$ cat config.mk
export PLATFORM = sky130hd
export DESIGN_NAME = vga_timing_gen_flat
export DESIGN_NICKNAME = d
export VERILOG_FILES = /design/src/rtl/vga_timing_gen_if.sv /design/src/rtl/vga_timing_gen.sv /design/src/flat_wrapper.sv
export SDC_FILE = /design/constraint.sdc
export NUM_CORES = 1
export LEC_CHECK = 0
export CAP_MARGIN = 20
export CORE_MARGIN = 2
export CORE_UTILIZATION = 40
export DETAILED_ROUTE_END_ITERATION = 8
export PLACE_DENSITY_LB_ADDON = 0.25
export SYNTH_ARGS = -nofsm -noshare
export SYNTH_HDL_FRONTEND = slang
export SYNTH_SLANG_ARGS = --single-unit
$ cat constraint.sdc
create_clock -name clk -period 2.57 [get_ports clk]
set_input_delay 0.257 -clock clk [delete_from_list [all_inputs] [get_ports clk]]
set_output_delay 0.257 -clock clk [all_outputs]
set_load 0.02 [all_outputs]
$ cat src/rtl/vga_timing_gen_if.sv
// Raster timing bundle between the pixel-enable logic and the colour generator.
// Carries pix_en in, and h/v counts, syncs, video_on and line/frame strobes out.
interface vga_timing_gen_if #(
  parameter int CW = 10
);
  logic          pix_en;
  logic [CW-1:0] h_count;
  logic [CW-1:0] v_count;
  logic          hsync;
  logic          vsync;
  logic          video_on;
  logic          line_end;
  logic          frame_end;

  modport master (
    input  pix_en,
    output h_count, v_count,
    output hsync, vsync, video_on,
    output line_end, frame_end
  );

  modport slave (
    output pix_en,
    input  h_count, v_count,
    input  hsync, vsync, video_on,
    input  line_end, frame_end
  );
endinterface

$ cat src/rtl/vga_timing_gen.sv
// VGA raster timing generator: h/v counters, registered syncs and video_on.
// Ports: clk, reset (sync, active-high), bus (master: pix_en in, timing out).
module vga_timing_gen #(
  parameter int H_ACTIVE = 640,
  parameter int H_FP     = 16,
  parameter int H_SYNC   = 96,
  parameter int H_BP     = 48,
  parameter int V_ACTIVE = 480,
  parameter int V_FP     = 10,
  parameter int V_SYNC   = 2,
  parameter int V_BP     = 33,
  parameter bit H_POL    = 1'b0,
  parameter bit V_POL    = 1'b0,
  parameter int CW       = 10
) (
  input  logic                clk,
  input  logic                reset,
  vga_timing_gen_if.master    bus
);

  localparam int H_TOTAL = H_ACTIVE + H_FP + H_SYNC + H_BP;
  localparam int V_TOTAL = V_ACTIVE + V_FP + V_SYNC + V_BP;

  localparam logic [CW-1:0] H_LAST = CW'(H_TOTAL - 1);
  localparam logic [CW-1:0] V_LAST = CW'(V_TOTAL - 1);
  localparam logic [CW-1:0] H_VIS  = CW'(H_ACTIVE);
  localparam logic [CW-1:0] V_VIS  = CW'(V_ACTIVE);
  localparam logic [CW-1:0] HS_LO  = CW'(H_ACTIVE + H_FP);
  localparam logic [CW-1:0] HS_HI  = CW'(H_ACTIVE + H_FP + H_SYNC - 1);
  localparam logic [CW-1:0] VS_LO  = CW'(V_ACTIVE + V_FP);
  localparam logic [CW-1:0] VS_HI  = CW'(V_ACTIVE + V_FP + V_SYNC - 1);

  logic [CW-1:0] h_q, v_q;
  logic [CW-1:0] h_nxt, v_nxt;
  logic          hs_q, vs_q, vid_q;
  logic          h_wrap;

  // >= rather than == so a stray out-of-range count recovers next tick
  assign h_wrap = (h_q >= H_LAST);

  always_comb begin
    h_nxt = h_q;
    v_nxt = v_q;
    if (bus.pix_en) begin
      if (h_wrap) begin
        h_nxt = '0;
        v_nxt = (v_q >= V_LAST) ? '0 : v_q + 1'b1;
      end else begin
        h_nxt = h_q + 1'b1;
      end
    end
  end

  // Sync/video regs are decoded from the next counts so they line up
  // with the counter values presented in the same cycle.
  always_ff @(posedge clk) begin
    if (reset) begin
      h_q   <= '0;
      v_q   <= '0;
      hs_q  <= ~H_POL;
      vs_q  <= ~V_POL;
      vid_q <= 1'b1;
    end else begin
      h_q   <= h_nxt;
      v_q   <= v_nxt;
      hs_q  <= (h_nxt >= HS_LO && h_nxt <= HS_HI) ? H_POL : ~H_POL;
      vs_q  <= (v_nxt >= VS_LO && v_nxt <= VS_HI) ? V_POL : ~V_POL;
      vid_q <= (h_nxt < H_VIS) && (v_nxt < V_VIS);
    end
  end

  assign bus.h_count   = h_q;
  assign bus.v_count   = v_q;
  assign bus.hsync     = hs_q;
  assign bus.vsync     = vs_q;
  assign bus.video_on  = vid_q;
  assign bus.line_end  = bus.pix_en & (h_q == H_LAST);
  assign bus.frame_end = bus.line_end & (v_q == V_LAST);

endmodule

$ cat src/flat_wrapper.sv
// flat-port wrapper written by rule: the top's interface ports become plain ports
module vga_timing_gen_flat 
#(
  parameter int H_ACTIVE = 640,
  parameter int H_FP     = 16,
  parameter int H_SYNC   = 96,
  parameter int H_BP     = 48,
  parameter int V_ACTIVE = 480,
  parameter int V_FP     = 10,
  parameter int V_SYNC   = 2,
  parameter int V_BP     = 33,
  parameter bit H_POL    = 1'b0,
  parameter bit V_POL    = 1'b0,
  parameter int CW       = 10
)
  (clk, reset, bus_pix_en, bus_h_count, bus_v_count, bus_hsync, bus_vsync, bus_video_on, bus_line_end, bus_frame_end);
  vga_timing_gen_if #(.CW(CW)) bus_i ();
  input  logic clk;
  input  logic reset;
  input wire logic [$bits(bus_i.pix_en)-1:0] bus_pix_en;
  output wire logic [$bits(bus_i.h_count)-1:0] bus_h_count;
  output wire logic [$bits(bus_i.v_count)-1:0] bus_v_count;
  output wire logic [$bits(bus_i.hsync)-1:0] bus_hsync;
  output wire logic [$bits(bus_i.vsync)-1:0] bus_vsync;
  output wire logic [$bits(bus_i.video_on)-1:0] bus_video_on;
  output wire logic [$bits(bus_i.line_end)-1:0] bus_line_end;
  output wire logic [$bits(bus_i.frame_end)-1:0] bus_frame_end;
  assign bus_i.pix_en = bus_pix_en;
  assign bus_h_count = bus_i.h_count;
  assign bus_v_count = bus_i.v_count;
  assign bus_hsync = bus_i.hsync;
  assign bus_vsync = bus_i.vsync;
  assign bus_video_on = bus_i.video_on;
  assign bus_line_end = bus_i.line_end;
  assign bus_frame_end = bus_i.frame_end;
  vga_timing_gen #(.H_ACTIVE(H_ACTIVE), .H_FP(H_FP), .H_SYNC(H_SYNC), .H_BP(H_BP), .V_ACTIVE(V_ACTIVE), .V_FP(V_FP), .V_SYNC(V_SYNC), .V_BP(V_BP), .H_POL(H_POL), .V_POL(V_POL), .CW(CW)) u_core (.clk(clk), .reset(reset), .bus(bus_i));
endmodule
Word-level counts from Yosys, hierarchy flattened
Index checks and enable logic that the tools add are counted.
{"block": "word_totals", "regBits": 23, "latch_bits": 0, "ram_bits": 0, "romBits": 0, "inputBits": 3, "out_inout_bits": 25, "elab_cells": 29, "mem_count": 0}
{"block": "op_classes", "add_sub_neg": 2, "mul": 0, "n_div": 0, "order_cmp": 8, "eq_ne": 2, "shift": 0, "muxes": 7, "bitwise_logic": 2, "n_reduce_logical": 3}
{"op": "10-bit two-way mux", "count": 5}
{"op": "10-bit >= comparator, second input constant", "count": 3}
{"op": "10-bit by 1-bit adder with 10-bit output, second input constant", "count": 2}
{"op": "10-bit == test, second input constant", "count": 2}
{"op": "10-bit by 9-bit >= comparator with 1-bit output, second input constant", "count": 1}
{"op": "10-bit less-or-equal comparator, second input constant", "count": 1}
{"op": "10-bit by 9-bit less-or-equal comparator with 1-bit output, second input constant", "count": 1}
{"op": "10-bit less-than comparator, second input constant", "count": 1}
{"op": "10-bit by 9-bit less-than comparator with 1-bit output, second input constant", "count": 1}
{"op": "1-bit logical AND", "count": 3}
{"op": "1-bit AND", "count": 2}
{"op": "1-bit two-way mux", "count": 2}

Depth between registers and ports, before layout
Gate-level depths: netlist (run 1).
{"block": "logic_depth", "depth_word": 7, "mapped_depth": 7, "mapped_depth_nobuf": 6}

Worst setup path before layout (run 1)
No wires, ideal clock.
{"block": "synth_timing", "path_type": "register -> output", "start": "reg u_core.h_q[0] (netlist: u_core.bus.h_count[0])", "end": "out bus_frame_end", "arrival_time_ns": 2.052, "required_time_ns": 2.313, "setup_slack_ns": 0.261, "stages_incl_launch_ff": 5, "n_path_buf": 0, "cell_sequence": "dfxtp_1 > ha_1 > nand2_1 > nor4_1 > and3_1"}
{"block": "synth_between", "elab_chain_len": 3}
{"element": "from (decl)", "line": "vga_timing_gen.sv:33", "source": "logic [CW-1:0] h_q, v_q;"}
{"element": "from (signal assigned)", "line": "vga_timing_gen.sv:64", "source": "h_q <= h_nxt;"}
{"element": "10-bit == test", "line": "vga_timing_gen.sv:77", "source": "assign bus.line_end = bus.pix_en & (h_q == H_LAST);"}
{"element": "1-bit AND", "line": "vga_timing_gen.sv:77"}
{"element": "net bus_line_end", "line": "flat_wrapper.sv:26", "source": "output wire logic [$bits(bus_i.line_end)-1:0] bus_line_end;"}
{"element": "1-bit AND", "line": "vga_timing_gen.sv:78", "source": "assign bus.frame_end = bus.line_end & (v_q == V_LAST);"}
{"element": "to (decl)", "line": "flat_wrapper.sv:27", "source": "output wire logic [$bits(bus_i.frame_end)-1:0] bus_frame_end;"}
The timed path passes the listed nets, and every way through them passes these cells.

Worst setup path in the final report (run 1)
{"block": "layout_timing", "start": "reg u_core.h_q[6] (netlist: u_core.bus.h_count[6])", "end": "out bus_line_end"}
{"block": "layout_between", "elab_chain_len": 2}
{"element": "10-bit == test", "line": "vga_timing_gen.sv:77"}
{"element": "1-bit AND", "line": "vga_timing_gen.sv:77"}
{"element": "to (decl)", "line": "flat_wrapper.sv:26"}
No other way between the ends.

==> impl_results.md, run 1 <==
- DRT antenna net count: 0
- Share of layout cells above drive strength 1: 0.104
- Ys async rst share: 0
- Nets: 200
- Worst path max stage delay: 0.67 ns
- Leakage: 0.611 nW
- Outcome: finished clean
- Vias in the first global route: 1250
- DRC violations left: 0
- Post-CTS Hold Fix Bufs: 0
- Final Max Slew Viols: 0
- RR Startpoint: u_core.bus.v_count[8]
- 1st-iter DRT viols: 85
- Ant. Diodes: 0
- Die area: 3690 um^2
- Initial antenna violation count: 0
- Hold depth: 1
- Setup TNS: 0 ns
- Dpl hpwl: 2670 um
- Required time of the worst setup path: 2.31 ns
- Total CTS buffers: 3
- # rows: 20
- Worst-Skew Late Latency: 0.31 ns
- Gate Count Post-Synth: 157
- Placed cell count: 233
- Filler instances: 301
- Clk slew on worst S/H paths: 0.13 ns
- Endpoint arrival time on the critical path: 2.14 ns
- Worst hold-check path type: reg -> reg
- Synthesis warning total: 0
- CTS tree: built
- Dominant synthesized flop cell: dfxtp_1
- Sequential area share after synthesis: 0.357
- Synth top cells by count: dfxtp_1 (23), nand2_1 (15), nor2_1 (15)
- Gpl congestion: 0.923
- Largest cells by area after synthesis: dfxtp_1 (36%), nand2_1 (4.4%), nor2_1 (4.4%)
- Max rail drop VDD: 0.000210 V
- Crit. Startpoint: u_core.bus.h_count[6]
- Buffers on Ports: 27
- Max_cap viols: 0
- Max_slew headroom: 0.696
- Chip width: 60.8 um
- CP Launch Type: flip-flop
- Crit Path Class: reg -> out
- IO Pins: 28
- Synth Area per Inst: 8.21 um^2
- Crit-path cells: or3_1, nor4_2, clkdlybuf4s50_1
- Internal reg-to-reg setup slack: 0.36 ns
- RR Endpoint: u_core.bus.vsync
- Mean number of vias per cell: 5.70
- Max Clk Rate: 418 MHz
- Reg2Reg Depth: 5
- Routed WL: 3390 um
- PwrDens: 350 nW/um^2
- Number of synthesized flops with an enable pin: 0
- Die height: 60.8 um
- Final Non-Filler Cells: 237
- Final Hold Viols: 0
- Synth top area share: 0.357
- Dominant cell type by area after synthesis: dfxtp_1
- Clk buf depth: 2
- Pin count of the biggest net entering global routing: 14
- DRT Pass-1 Iters: 4
- Layout area overhead: 31.9%
- Unique masters post-synth: 43
- Clk sinks: 23
- Most frequent cell after synthesis: dfxtp_1
- Synthesized flop and latch total: 23
- Wire per inst: 14.3 um
- Final setup fails: 0
- # H-tree levels: 1
- Worst path slowest cell: clkdlybuf4s50_1
- Clock tree root driver cell: clkbuf_4
- Buffers & Inverters on Critical Path: 1
- Period utilization: 0.931
- Minimum clock period: 2.39 ns
- Syn nets: 163
- Worst slew pin tran: 0.444 ns
- First-pass GRT wire length: 5730 um
- Levels on crit path: 3
- Critical Path End: bus_line_end
- Pwr Total: 0.596 mW
- Gr usage total: 0.203
- RSZ-0062 raised after global routing: no
- Setup crit end kind: output pin
- Post-Syn Area: 1290 um^2
- Initial Util: 0.422
- Via count: 1351
- Core Area: 3050 um^2
- Max Clock Skew: 0.00279 ns
- GRT overflow: 0
- Worst-path fanout max: 6
- CP top delay family: simple AND/OR/NAND/NOR gates
-- registers in the layout (all words and copies together) (netlist names) --
register	flops
u_core.bus.vsync	1
u_core.bus.v_count	10
u_core.bus.video_on	1
u_core.bus.h_count	10
u_core.bus.hsync	1
-- repair_timing --
| item | in CTS | in global routing |
|---|---|---|
| endpoints found under the setup margin | 1 | 1 |
| hold endpoints to repair | 0 | 0 |
| cloned | 0 | 0 |
| gates resized for setup | 1 | 2 |
| setup buffers | 0 | 0 |
-- worst reg2reg max path, cell delays in order, from the launching register on --
cell and delay (ns):
dfxtp_1 0.39, or4_4 0.57, o31a_1 0.34, or4_4 0.49
a32oi_1 0.18, nand4_1 0.12
-- layout make-up --
class | count | area [um^2] | share of cell area
Tap cell | 44 | 55.1 | 0.0324
Clock inverter | 1 | 5.00 | 0.00294
Sequential cell | 23 | 462 | 0.272
Multi-Input combinational cell | 126 | 801 | 0.471
Inverter | 4 | 15.0 | 0.00883
Timing Repair Buffer | 36 | 340 | 0.200
Clock buffer | 3 | 22.5 | 0.0132
-- logic make-up (layout without fill, tap and decap cells) --
logic type	after synthesis	in the layout	synth area share
DFF	23	23	0.357
muxes	1	1	0.00777
AOI/OAI and AO/OA	36	36	0.195
buffers and inverters	8	44	0.0262
adders and majority gates	3	3	0.0291
xor gates and xnor gates	11	11	0.0748
and+or+nand+nor	75	75	0.310
-- cell usage in the layout (no fill, tap or decap), types with 3 or more instances in the layout --
cell type        instances
a21oi_1                  9
and3_1                   6
buf_4                    9
clkbuf_4                 3
clkdlybuf4s50_1         26
dfxtp_1                 22
ha_1                     3
inv_1                    4
nand2_1                 15
nand3_1                  9
nand4_1                  7
nor2_1                  15
nor3_1                   6
o21a_1                   4
o21ai_0                  5
xnor2_1                  5
xor2_1                   6
-- how the worst min path moves through the flow --
stage	slack [ns]	end	from
3_3_place_gp	0.49	u_core.bus.hsync	u_core.bus.h_count[9]
4_1_cts	0.51	u_core.bus.hsync	u_core.bus.h_count[9]
5_1_grt	0.55	u_core.bus.hsync	u_core.bus.h_count[9]
6_report	0.51	u_core.bus.hsync	u_core.bus.h_count[9]
2_1_floorplan	0.50	u_core.bus.v_count[3]	reset
3_5_place_dp	0.48	u_core.bus.hsync	u_core.bus.h_count[9]
-- metal layers --
| layer | track usage | part of all wire | up-vias |
|---|---|---|---|
| li1 | - | - | 663 |
| met1 | 0.276 | 0.47 | 651 |
| met2 | 0.332 | 0.47 | 33 |
| met3 | 0.0299 | 0.046 | 4 |
| met4 | 0.0621 | 0.0071 | 0 |
| met5 | 0 | 0 | - |
-- through the flow --
step | instance area [um^2] | setup WS, ns | util | hold WS, ns
after CTS | 1700 | 0.0376 | 0.556 | 0.509
after global routing | 1700 | 0.0621 | 0.557 | 0.555
final | 1700 | 0.177 | 0.557 | 0.508
after floorplan | 1290 | 0.261 | - | 0.500
after global placement | 1660 | 0.254 | 0.545 | 0.487
after detailed placement | 1660 | 0.233 | 0.545 | 0.476
-- report_power, final --
| part | switching (mW) | total (mW) | internal [mW] |
|---|---|---|---|
| clock | 0.112 | 0.170 | 0.0583 |
| sequential | 0.00970 | 0.372 | 0.363 |
| combinational | 0.0280 | 0.0536 | 0.0256 |
| total | 0.149 | 0.596 | 0.446 |
Note: power is estimated with default switching activity, not from simulation.
==> run 2: changes to the inputs <==
--- a/config.mk
+++ b/config.mk
@@ -9,6 +9,8 @@
 export CORE_MARGIN = 2
 export CORE_UTILIZATION = 40
 export DETAILED_ROUTE_END_ITERATION = 8
+export GPL_TIMING_DRIVEN = 0
+export HOLD_SLACK_MARGIN = 0.15
 export PLACE_DENSITY_LB_ADDON = 0.25
 export SYNTH_ARGS = -nofsm -noshare
 export SYNTH_HDL_FRONTEND = slang
==> impl_results.md, run 2 (synthesis results as in run 1) <==
- Final Non-Filler Cells: 230
- IO Pins: 28
- DRT antenna net count: 0
- First-pass GRT wire length: 5460 um
- Clk sinks: 23
- Max Clock Skew: 0.0184 ns
- Post-CTS Hold Fix Bufs: 0
- Final WS setup: 0.252 ns
- CTS tree: built
- Placed cell count: 226
- GRT overflow: 0
- Worst slew pin tran: 0.741 ns
- Max_slew headroom: 0.494
- Gr usage total: 0.198
- Wire per inst: 14.4 um
- Gpl congestion: 0.867
- Clk slew on worst S/H paths: 0.14 ns
- Nets: 193
- Outcome: finished clean
- Worst-path fanout max: 8
- Clock tree root driver cell: clkbuf_4
- Most frequent cells in the layout: clkdlybuf4s50_1 (24), dfxtp_1 (23), nor2_1 (15)
- Max Clk Rate: 431 MHz
- Layout area overhead: 27.8%
- Vias in the first global route: 1210
- 1st-iter DRT viols: 43
- Chip width: 60.8 um
- Period utilization: 0.902
- Pin count of the biggest net entering global routing: 14
- Worst hold-check path type: in -> reg
- Crit. Startpoint: u_core.bus.h_count[7]
- Mean number of vias per cell: 5.72
- # rows: 20
- DRT Pass-1 Iters: 4
- DRC violations left: 0
- Worst-Skew Late Latency: 0.33 ns
- Die area: 3690 um^2
- Commonest non-fill, non-tap cell in the layout: clkdlybuf4s50_1
- Max rail drop VDD: 0.000287 V
- CP Launch Type: flip-flop
- Initial Util: 0.422
- Dpl hpwl: 2520 um
- Final setup fails: 0
- Pre-CTS setup slack: 0.184 ns
- Post CTS Setup Buffer Count: 0
- RR Startpoint: u_core.bus.h_count[0]
- Core Area: 3050 um^2
- Leakage: 0.574 nW
- Final Hold Viols: 0
- Design area: 1650 um^2
- Share of layout cells above drive strength 1: 0.0806
- RSZ-0062 raised after global routing: no
- Max_cap viols: 0
- Final Max Slew Viols: 0
- Routed WL: 3320 um
- # H-tree levels: 1
- Hold Startpoint: reset
- Required time of the worst setup path: 2.31 ns
- Hold depth: 2
- Crit Path Class: reg -> out
- Reg2Reg Depth: 6
- Via count: 1316
- Endpoint arrival time on the critical path: 2.06 ns
- Buffers on Ports: 25
- Setup crit end kind: output pin
- Hold path endpoint: u_core.bus.v_count[0]
- Dpl cell area: 1590 um^2
- Filler instances: 301
- RR Endpoint: u_core.bus.v_count[6]
- PwrDens: 361 nW/um^2
- Total CTS buffers: 3
- Clk buf depth: 2
- Setup TNS: 0 ns
- Internal reg-to-reg setup slack: 0.26 ns
- Die height: 60.8 um
- Ant. Diodes: 0
- Initial antenna violation count: 0
- Minimum clock period: 2.32 ns
[run 2: cell type report]
class                           count  area [um^2]  share of cell area
Inverter                            4         15.0             0.00912
Tap cell                           44         55.1              0.0334
Sequential cell                    23          460               0.280
Timing Repair Buffer               25          253               0.153
Buffer                              4         18.8              0.0114
Clock inverter                      1         5.00             0.00304
Clock buffer                        3         22.5              0.0137
Multi-Input combinational cell    126          817               0.496
[run 2: worst max-delay path by stage]
stage,end,slack (ns),cells past startpoint
floorplan,bus_frame_end,0.26,4
global placement,bus_frame_end,0.22,5
detailed placement,bus_frame_end,0.18,5
CTS,bus_frame_end,0.02,5
global route,u_core.bus.v_count[6],0.04,6
finish,bus_line_end,0.25,3
[run 2: where the power goes]
group,switching (mW),internal (mW),leakage (nW)
Sequential,0.00982,0.362,0.186
Clock,0.115,0.0583,0.0177
Combinational,0.0281,0.0215,0.370
[run 2: metrics by stage]
stage                util  hold slack, ns  power [mW]
floorplan               -           0.500       0.409
global placement    0.522           0.492       0.428
detailed placement  0.522           0.493       0.429
CTS                 0.535           0.192       0.597
global route        0.539           0.182       0.622
finish              0.539           0.192       0.595
[run 2: routing by layer]
layer | vias up | part of all wire | global-route usage | wire (um)
met5 | - | 0 | 0 | 0
met4 | 0 | 0.017 | 0.102 | 57
met3 | 6 | 0.060 | 0.0256 | 200
met2 | 47 | 0.46 | 0.303 | 1530
met1 | 622 | 0.46 | 0.273 | 1530
li1 | 641 | - | - | -
[run 2: timing repair]
| item | CTS | global route |
|---|---|---|
| endpoints found under the setup margin | 2 | 1 |
| resized for setup | 2 | 3 |
| pin swaps | 1 | 0 |
| cloned | 0 | 0 |
[run 2: critical path, cell delays in order (launching register included)]
cell and delay [ns]:
dfxtp_1 0.40, or3_1 0.45, nor4_4 0.25, clkdlybuf4s50_1 0.65
